<file path="src/rtl/link_transmitter.sv">
// Serial link source: one-entry holding buffer feeding a shift register that sends
// frames bit 0 first, with SYNC marking the final bit and an optional idle gap.
module link_transmitter #(
  parameter int   WIDTH      = 49,
  parameter int   GAP        = 0,
  parameter logic IDLE_LEVEL = 1'b0
) (
  input  logic             LINK_CLK,
  input  logic             RESETN,
  input  logic [0:WIDTH-1] DATA_IN,
  input  logic             DATA_VALID,
  output logic             DATA_READY,
  output logic             S_OUT,
  output logic             SYNC,
  output logic             BUSY,
  output logic             TX_DONE,
  output logic [7:0]       FRAME_CNT
);

  localparam int CW = (WIDTH > 1) ? $clog2(WIDTH) : 1;
  localparam logic [CW-1:0] LAST     = CW'(WIDTH - 1);
  localparam logic [7:0]    GAP_LAST = (GAP > 0) ? 8'(GAP - 1) : 8'd0;

  typedef enum logic [1:0] {ST_IDLE, ST_SHIFT, ST_GAP} state_e;

  state_e           state_q, state_d;
  logic [0:WIDTH-1] buf_q, buf_d;
  logic             full_q, full_d;
  logic [0:WIDTH-1] sh_q, sh_d, sh_nx;
  logic [CW-1:0]    cnt_q, cnt_d;
  logic [7:0]       gcnt_q, gcnt_d;
  logic             sout_q, sout_d;
  logic             sync_q, sync_d;
  logic             done_q, done_d;
  logic [7:0]       fcnt_q, fcnt_d;
  logic             load;

  always_ff @(posedge LINK_CLK or negedge RESETN) begin
    if (!RESETN) begin
      state_q <= ST_IDLE;
      buf_q   <= '0;
      full_q  <= 1'b0;
      sh_q    <= '0;
      cnt_q   <= '0;
      gcnt_q  <= '0;
      sout_q  <= IDLE_LEVEL;
      sync_q  <= 1'b0;
      done_q  <= 1'b0;
      fcnt_q  <= '0;
    end else begin
      state_q <= state_d;
      buf_q   <= buf_d;
      full_q  <= full_d;
      sh_q    <= sh_d;
      cnt_q   <= cnt_d;
      gcnt_q  <= gcnt_d;
      sout_q  <= sout_d;
      sync_q  <= sync_d;
      done_q  <= done_d;
      fcnt_q  <= fcnt_d;
    end
  end

  always_comb begin
    state_d = state_q;
    buf_d   = buf_q;
    full_d  = full_q;
    sh_d    = sh_q;
    cnt_d   = cnt_q;
    gcnt_d  = gcnt_q;
    sout_d  = IDLE_LEVEL;
    sync_d  = 1'b0;
    done_d  = 1'b0;
    fcnt_d  = fcnt_q;
    load    = 1'b0;
    sh_nx   = sh_q << 1;

    case (state_q)
      ST_IDLE: begin
        if (full_q) load = 1'b1;
      end
      ST_SHIFT: begin
        if (cnt_q == LAST) begin
          done_d = 1'b1;
          fcnt_d = fcnt_q + 8'd1;
          if (GAP > 0) begin
            state_d = ST_GAP;
            gcnt_d  = '0;
          end else if (full_q) begin
            load = 1'b1;
          end else begin
            state_d = ST_IDLE;
          end
        end else begin
          cnt_d  = cnt_q + CW'(1);
          sh_d   = sh_nx;
          sout_d = sh_nx[0];
          sync_d = ((cnt_q + CW'(1)) == LAST);
        end
      end
      ST_GAP: begin
        if (gcnt_q == GAP_LAST) begin
          if (full_q) load = 1'b1;
          else        state_d = ST_IDLE;
        end else begin
          gcnt_d = gcnt_q + 8'd1;
        end
      end
      default: state_d = ST_IDLE;
    endcase

    // Reload drains the buffer; it never coincides with an accept since READY is low while full.
    if (load) begin
      state_d = ST_SHIFT;
      sh_d    = buf_q;
      sout_d  = buf_q[0];
      sync_d  = (WIDTH == 1);
      cnt_d   = '0;
      full_d  = 1'b0;
    end
    if (DATA_VALID && !full_q) begin
      buf_d  = DATA_IN;
      full_d = 1'b1;
    end
  end

  assign DATA_READY = !full_q;
  assign BUSY       = (state_q != ST_IDLE) || full_q;
  assign S_OUT      = sout_q;
  assign SYNC       = sync_q;
  assign TX_DONE    = done_q;
  assign FRAME_CNT  = fcnt_q;

endmodule

</file>
<file path="config.mk">
export PLATFORM = sky130hd
export DESIGN_NAME = link_transmitter
export DESIGN_NICKNAME = d
export VERILOG_FILES = /design/src/rtl/link_transmitter.sv
export SDC_FILE = /design/constraint.sdc
export NUM_CORES = 1
export LEC_CHECK = 0
export CORE_ASPECT_RATIO = 0.75
export CORE_MARGIN = 4
export CORE_UTILIZATION = 58
export CTS_BUF_LIST = sky130_fd_sc_hd__clkbuf_8
export DETAILED_ROUTE_END_ITERATION = 6
export GPL_ROUTABILITY_DRIVEN = 0
export MAX_ROUTING_LAYER = met4
export PLACE_DENSITY_LB_ADDON = 0.2
export SETUP_SLACK_MARGIN = 0.1
export SLEW_MARGIN = 20
export SYNTH_ARGS = -nofsm -noshare
export SYNTH_HDL_FRONTEND = slang
export SYNTH_SLANG_ARGS = --single-unit
</file>
<file path="constraint.sdc">
create_clock -name LINK_CLK -period 5.39 [get_ports LINK_CLK]
set_clock_uncertainty 0.15 [all_clocks]
set_input_delay 1.078 -clock LINK_CLK [delete_from_list [all_inputs] [get_ports LINK_CLK]]
set_output_delay 1.078 -clock LINK_CLK [all_outputs]
set_load 0.005 [all_outputs]
</file>
==> qor.csv, run 1 <==
metric,value,unit
status,"complete, no violations",
Setup TNS Final,0,ns
Most used DFF post-synth,dfrtp_1,
Max Cap Violations,0,
Clock power frac,23.9,%
Hold Buf Count CTS,0,
DRC,0,
Post-synth top cells,"dfrtp_1, nand2_1, mux2_2",
vias in the first global route,3134,
Net Sw Frac,30.2,%
initial core utilization,61.3,%
syn_nets,454,
Critical Path Start Type,register,
Final setup viols,0,
dpl hpwl,5.38,mm
final WL,8.64,mm
share of post-route cells with drive strength above 1,18.8,%
RSZ-0062 raised after global routing,no,
area taken by multi-input logic gates,0.00189,mm^2
minimum clock period,3.45,ns
Setup crit end kind,output port,
die area,0.0102,mm^2
CP Max Fanout,55,
row cnt,28,
Comb pwr share,25.1,%
#FFs+latches synth,116,
Reg2Reg Depth,3,
input/output buffers,64,
CTS H-tree depth,4,
Sequential Power Share,51.0,%
Final Hold Viols,0,
Cell Int Power,2.04,mW
diode count,0,
Tcrit/Tclk final,64.0,%
Core Footprint,0.00813,mm^2
Max Transition Viols Final,0,
Synth async-reset ratio,100,%
FF-to-FF End,buf_q[44],
die span in x,115,um
hold slack,0.322,ns
clk buf depth,2,
CTS tree,done,
pre-CTS setup slack,2.15,ns
total track usage,19.3,%
Sink Count,116,
Slew headroom,37.1,%
WL/cell,15.1,um
aggregate global routing overflow,0,
initial drt markers,197,
"Seq/Total Area, Yosys",58.2,%
worst min path class,register to register,
synthesis-to-finish area growth,19.4,%
Setup Buffers After CTS,0,
TritonRoute pass-1 iters,4,
critical path class,register to output port,
Final ANT Viol Nets,0,
CP arrival,2.22,ns
critical path data required time,4.16,ns
total CTS buffers,17,
mapped cell area,0.00499,mm^2
Worst Setup EP,BUSY,
Final WS setup,1.94,ns
Synth Warn #,0,
fill count,558,
largest net degree at the start of global routing,103,
Post-synth EDFFs,0,
vias per cell,5.32,
Yosys top cell by area,dfrtp_1,
Net Sw Power,0.883,mW
Pleak,2.89,nW
R2R Path Start,full_q,
first-pass GRT wire length,14.7,mm
"top cells by area, synth","dfrtp_1, mux2_2, mux2i_1",
post-cts gate resize count,0,
Die Height,88.3,um
Mapped Cells,398,
most frequent cell after synthesis,dfrtp_1,
achievable frequency,0.290,GHz
PD cells,491,mW/mm^2
"Reg clk slew, reported paths",0.06,ns
fin nets,513,
top cell type's share of synthesized area,58.2,%
CP startpoint,full_q,
flop2flop setup slack,2.79,ns
worst skew pair latency,0.42,ns
Vias,3055,
synth unique cells,34,
syn avg cell area,12.5,um^2
Ports,65,
Worst-Margin Slew,0.943,ns
CTS Root Cell,clkbuf_8,
initial antenna violation count,0,
Max VDD drop,270,uV
register area,0.00291,mm^2
==> cell usage in the layout (no fill, tap or decap), types with 2 or more instances in the layout <==
cell | netlist | routed
ha_1 | 4 | 4
nand4_1 | 3 | 3
buf_4 | 1 | 3
clkdlybuf4s50_1 | 0 | 63
dfrtp_1 | 116 | 115
mux2i_1 | 48 | 48
a21o_1 | 2 | 2
clkbuf_8 | 0 | 23
o21ai_1 | 2 | 2
clkinv_2 | 0 | 4
inv_1 | 5 | 9
nor3_1 | 2 | 2
mux2_2 | 50 | 50
nand3_1 | 8 | 8
xor2_1 | 3 | 3
xnor2_1 | 7 | 7
nand2_1 | 56 | 56
nor2_1 | 2 | 2
o21ai_0 | 49 | 49
a21oi_1 | 2 | 2
==> power by group through the flow <==
stage	sequential (mW)	clock, mW	combinational, mW
floorplan	1.34	0	0.691
global placement	1.49	0	0.699
detailed placement	1.50	0	0.741
CTS	1.49	0.717	0.747
global route	1.54	0.756	0.829
finish	1.49	0.700	0.733
==> how the worst min path moves through the flow <==
stage | startpoint | to | slack [ns] | cells past startpoint
final | sh_q[47] | sh_q[46] | 0.32 | 2
after global routing | sh_q[47] | sh_q[46] | 0.34 | 2
after CTS | sh_q[47] | sh_q[46] | 0.33 | 2
after detailed placement | sh_q[47] | sh_q[46] | 0.31 | 2
after global placement | sh_q[29] | sh_q[28] | 0.31 | 2
after floorplan | sh_q[1] | S_OUT | 0.29 | 2
==> per-layer routing <==
layer	share of wire, %	vias to the layer above	GRT usage, %
li1	-	1499	-
met1	49	1489	26.4
met2	45	54	28.0
met3	4.6	13	5.19
met4	1.0	0	7.04
met5	0	-	-
==> logic make-up (layout without fill, tap and decap cells) <==
logic type / after synthesis / count (layout) / share of synthesized area (%)
flops: 116 / 116 / 58.2
mux: 98 / 98 / 20.9
simple gates: 80 / 80 / 7.63
compound gates: 59 / 59 / 6.37
buf+inv: 31 / 102 / 4.09
xor+xnor: 10 / 10 / 1.76
fa+ha+maj: 4 / 4 / 1.00
==> per-stage QoR <==
step           area (um^2)  total power [mW]  instances  utilization, %
3_5_place_dp          5600              2.24        543            69.0
6_report              5960              2.92        574            73.3
4_1_cts               5960              2.96        574            73.3
3_3_place_gp          5600              2.19        543            69.0
2_1_floorplan         4990              2.03        398               -
5_1_grt               5960              3.13        574            73.3
==> worst max-delay path, cell delays in order, from the launching register on <==
cell and delay (ns):
dfrtp_4 1.06, or2_2 0.25, clkdlybuf4s50_1 0.49
==> state kept, by name, summed over array words and instances, names as in the netlist <==
| name | cells |
|---|---|
| TX_DONE | 1 |
| FRAME_CNT | 8 |
| SYNC | 1 |
| cnt_q | 6 |
| S_OUT | 1 |
| full_q | 1 |
| buf_q | 49 |
| sh_q | 48 |
| state_q | 1 |
==> final cells by class <==
| class | instances | share of cell area [%] |
|---|---|---|
| flip-flops and latches | 116 | 48.8 |
| inverters | 5 | 0.315 |
| well taps | 105 | 2.21 |
| repair buffers | 66 | 11.0 |
| clock buffers | 23 | 5.32 |
| clock inverters | 8 | 0.588 |
| multi-input cells | 251 | 31.8 |
Power figures use the tool's default switching activity.
==> run 2, diff against run 1 <==
--- a/config.mk
+++ b/config.mk
@@ -7,7 +7,7 @@
 export LEC_CHECK = 0
 export CORE_ASPECT_RATIO = 0.75
 export CORE_MARGIN = 4
-export CORE_UTILIZATION = 58
+export CORE_UTILIZATION = 51
 export CTS_BUF_LIST = sky130_fd_sc_hd__clkbuf_8
 export DETAILED_ROUTE_END_ITERATION = 6
 export GPL_ROUTABILITY_DRIVEN = 0
==> constraint.sdc (replaced) <==
create_clock -name LINK_CLK -period 3 [get_ports LINK_CLK]
set_clock_uncertainty 0.15 [all_clocks]
set_input_delay 0.6 -clock LINK_CLK [delete_from_list [all_inputs] [get_ports LINK_CLK]]
set_output_delay 0.6 -clock LINK_CLK [all_outputs]
set_load 0.005 [all_outputs]
==> run 2 against run 1 <==
Clock power up 70%. Final area grew 1.3%. Register-to-register slack worse by 1.9 ns. Via count is 1.8% higher.
==> qor.csv, run 2 (synthesized netlist as in run 1, its figures left out) <==
metric,value,unit,change
Reg with most FFs,buf_q,,unchanged
input/output buffers,64,,unchanged
minimum clock period,2.44,ns,
Final setup viols,0,,unchanged
clk buf depth,2,,unchanged
total track usage,18.3,%,was 19.3%
vias per cell,5.13,,was 5.32
Max Transition Viols Final,0,,unchanged
CP arrival,1.69,ns,was 2.22 ns
Die Height,93.6,um,was 88.3 um
share of post-route cells with drive strength above 1,19.0,%,was 18.8%
status,"complete, no violations",,unchanged
Ports,65,,unchanged
Worst-Margin Slew,0.486,ns,was 0.943 ns
vias in the first global route,3236,,was 3134
CP Max Fanout,4,,was 55
"commonest cells after routing, fill and taps aside","dfrtp_1, clkdlybuf4s50_1, nand2_1, mux2_2, o21ai_0",,unchanged
Tcrit/Tclk final,81.4,%,
TritonRoute pass-1 iters,4,,unchanged
largest net degree at the start of global routing,51,,was 103
post-cts gate resize count,0,,unchanged
Slowest cell on crit path,dfrtp_4,,unchanged
CTS H-tree depth,4,,unchanged
Largest register FFs,49,,unchanged
Pleak,2.93,nW,was 2.89 nW
achievable frequency,0.410,GHz,
die span in x,122,um,was 115 um
CTS Root Cell,clkbuf_8,,unchanged
Max Cap Violations,0,,unchanged
PD cells,863,mW/mm^2,was 491 mW/mm^2
Final Hold Viols,0,,unchanged
"Reg clk slew, reported paths",0.07,ns,was 0.06 ns
WL/cell,14.7,um,was 15.1 um
RSZ-0062 raised after global routing,no,,unchanged
DRC,0,,unchanged
Critical Path Start Type,register,,unchanged
aggregate global routing overflow,0,,unchanged
initial antenna violation count,0,,unchanged
Setup TNS Final,0,ns,unchanged
Slew headroom,67.6,%,was 37.1%
Max VDD drop,485,uV,was 270 uV
Sink Count,116,,unchanged
dpl hpwl,5.87,mm,was 5.38 mm
first-pass GRT wire length,15.6,mm,was 14.7 mm
total CTS buffers,17,,unchanged
die area,0.0114,mm^2,was 0.0102 mm^2
Final ANT Viol Nets,0,,unchanged
fill count,743,,was 558
CP cell instances,or2_2 -> clkdlybuf4s50_1,,unchanged
initial drt markers,185,,was 197
critical path class,register to output port,,unchanged
fin nets,521,,was 513
worst min path class,register to register,,unchanged
Core Footprint,0.00927,mm^2,was 0.00813 mm^2
initial core utilization,53.8,%,was 61.3%
diode count,0,,unchanged
Max stage delay on crit path,0.50,ns,was 1.06 ns
Vias,3109,,was 3055
hold slack,0.323,ns,was 0.322 ns
Setup crit end kind,output port,,unchanged
final WL,8.94,mm,was 8.64 mm
area taken by multi-input logic gates,0.00189,mm^2,unchanged
synthesis-to-finish area growth,21.0,%,was 19.4%
row cnt,30,,was 28
critical path data required time,2.25,ns,was 4.16 ns
register area,0.00291,mm^2,unchanged
"most common cell after layout, fill and taps aside",dfrtp_1,,unchanged
CTS tree,done,,unchanged
worst skew pair latency,0.43,ns,was 0.42 ns
run 2: changes by cell type in the layout (fill, tap and decap cells not counted):
cell	change
inv_1	+5
clkbuf_8	-6
clkinv_2	+1
buf_4	+6
dlygate4sd3_1	+1
bufinv_16	+1
buf_12	+1
run 2: area by class of cell:
type | instances | area share (%)
flip-flops and latches | 116 | 48.2
well taps | 128 | 2.66
clock buffers | 17 | 3.88
multi-input cells | 251 | 31.4
repair buffers | 74 | 12.1
inverters | 5 | 0.311
clock inverters | 15 | 1.47
run 2: layer usage:
layer / vias to the layer above / GRT usage [%] / part of all wire (%)
met4: 0 / 5.87 / 0.77
met2: 64 / 26.7 / 45
li1: 1520 / - / -
met1: 1517 / 24.2 / 49
met5: - / - / 0
met3: 8 / 6.59 / 5.1
run 2: worst paths after layout:
kind	depth (start not counted)	startpoint	slack (ns)	endpoint
max	2	full_q	0.56	BUSY
min	1	FRAME_CNT[7]	0.32	FRAME_CNT[7]
max reg2reg	6	cnt_q[0]	0.86	sh_q[19]
min reg2reg	1	FRAME_CNT[7]	0.32	FRAME_CNT[7]
max in group asynchronous	3	RESETN	1.41	buf_q[0]
min in group asynchronous	2	RESETN	0.52	TX_DONE
run 2: worst max-delay path: cells and delay by family (launching register included):
family / cells / cell delay (ns)
and+or+nand+nor: 1 / 0.31
buffers and inverters: 1 / 0.46
DFF: 1 / 0.50
run 2: power breakdown:
part | switching [mW] | total [mW] | internal, mW | leakage, nW
Sequential | 0.382 | 2.54 | 2.16 | 1.47
Clock | 0.578 | 1.19 | 0.617 | 0.204
Combinational | 0.621 | 1.47 | 0.847 | 1.26
Total | 1.58 | 5.20 | 3.62 | 2.93
run 2: metrics by stage:
step | cell area, um^2 | total power [mW] | utilization, % | std cells | setup WS [ns]
after global placement | 5700 | 3.96 | 61.5 | 573 | 0.854
after CTS | 6030 | 5.27 | 65.0 | 606 | 0.517
after floorplan | 4990 | 3.65 | - | 398 | 1.27
after global routing | 6030 | 5.61 | 65.0 | 606 | 0.492
final | 6030 | 5.20 | 65.0 | 606 | 0.558
after detailed placement | 5700 | 4.05 | 61.5 | 573 | 0.840
run 2: what timing repair did:
item,CTS,global route
setup buffers,0,0
hold buffers,1,0
endpoints found under the hold margin,32,0
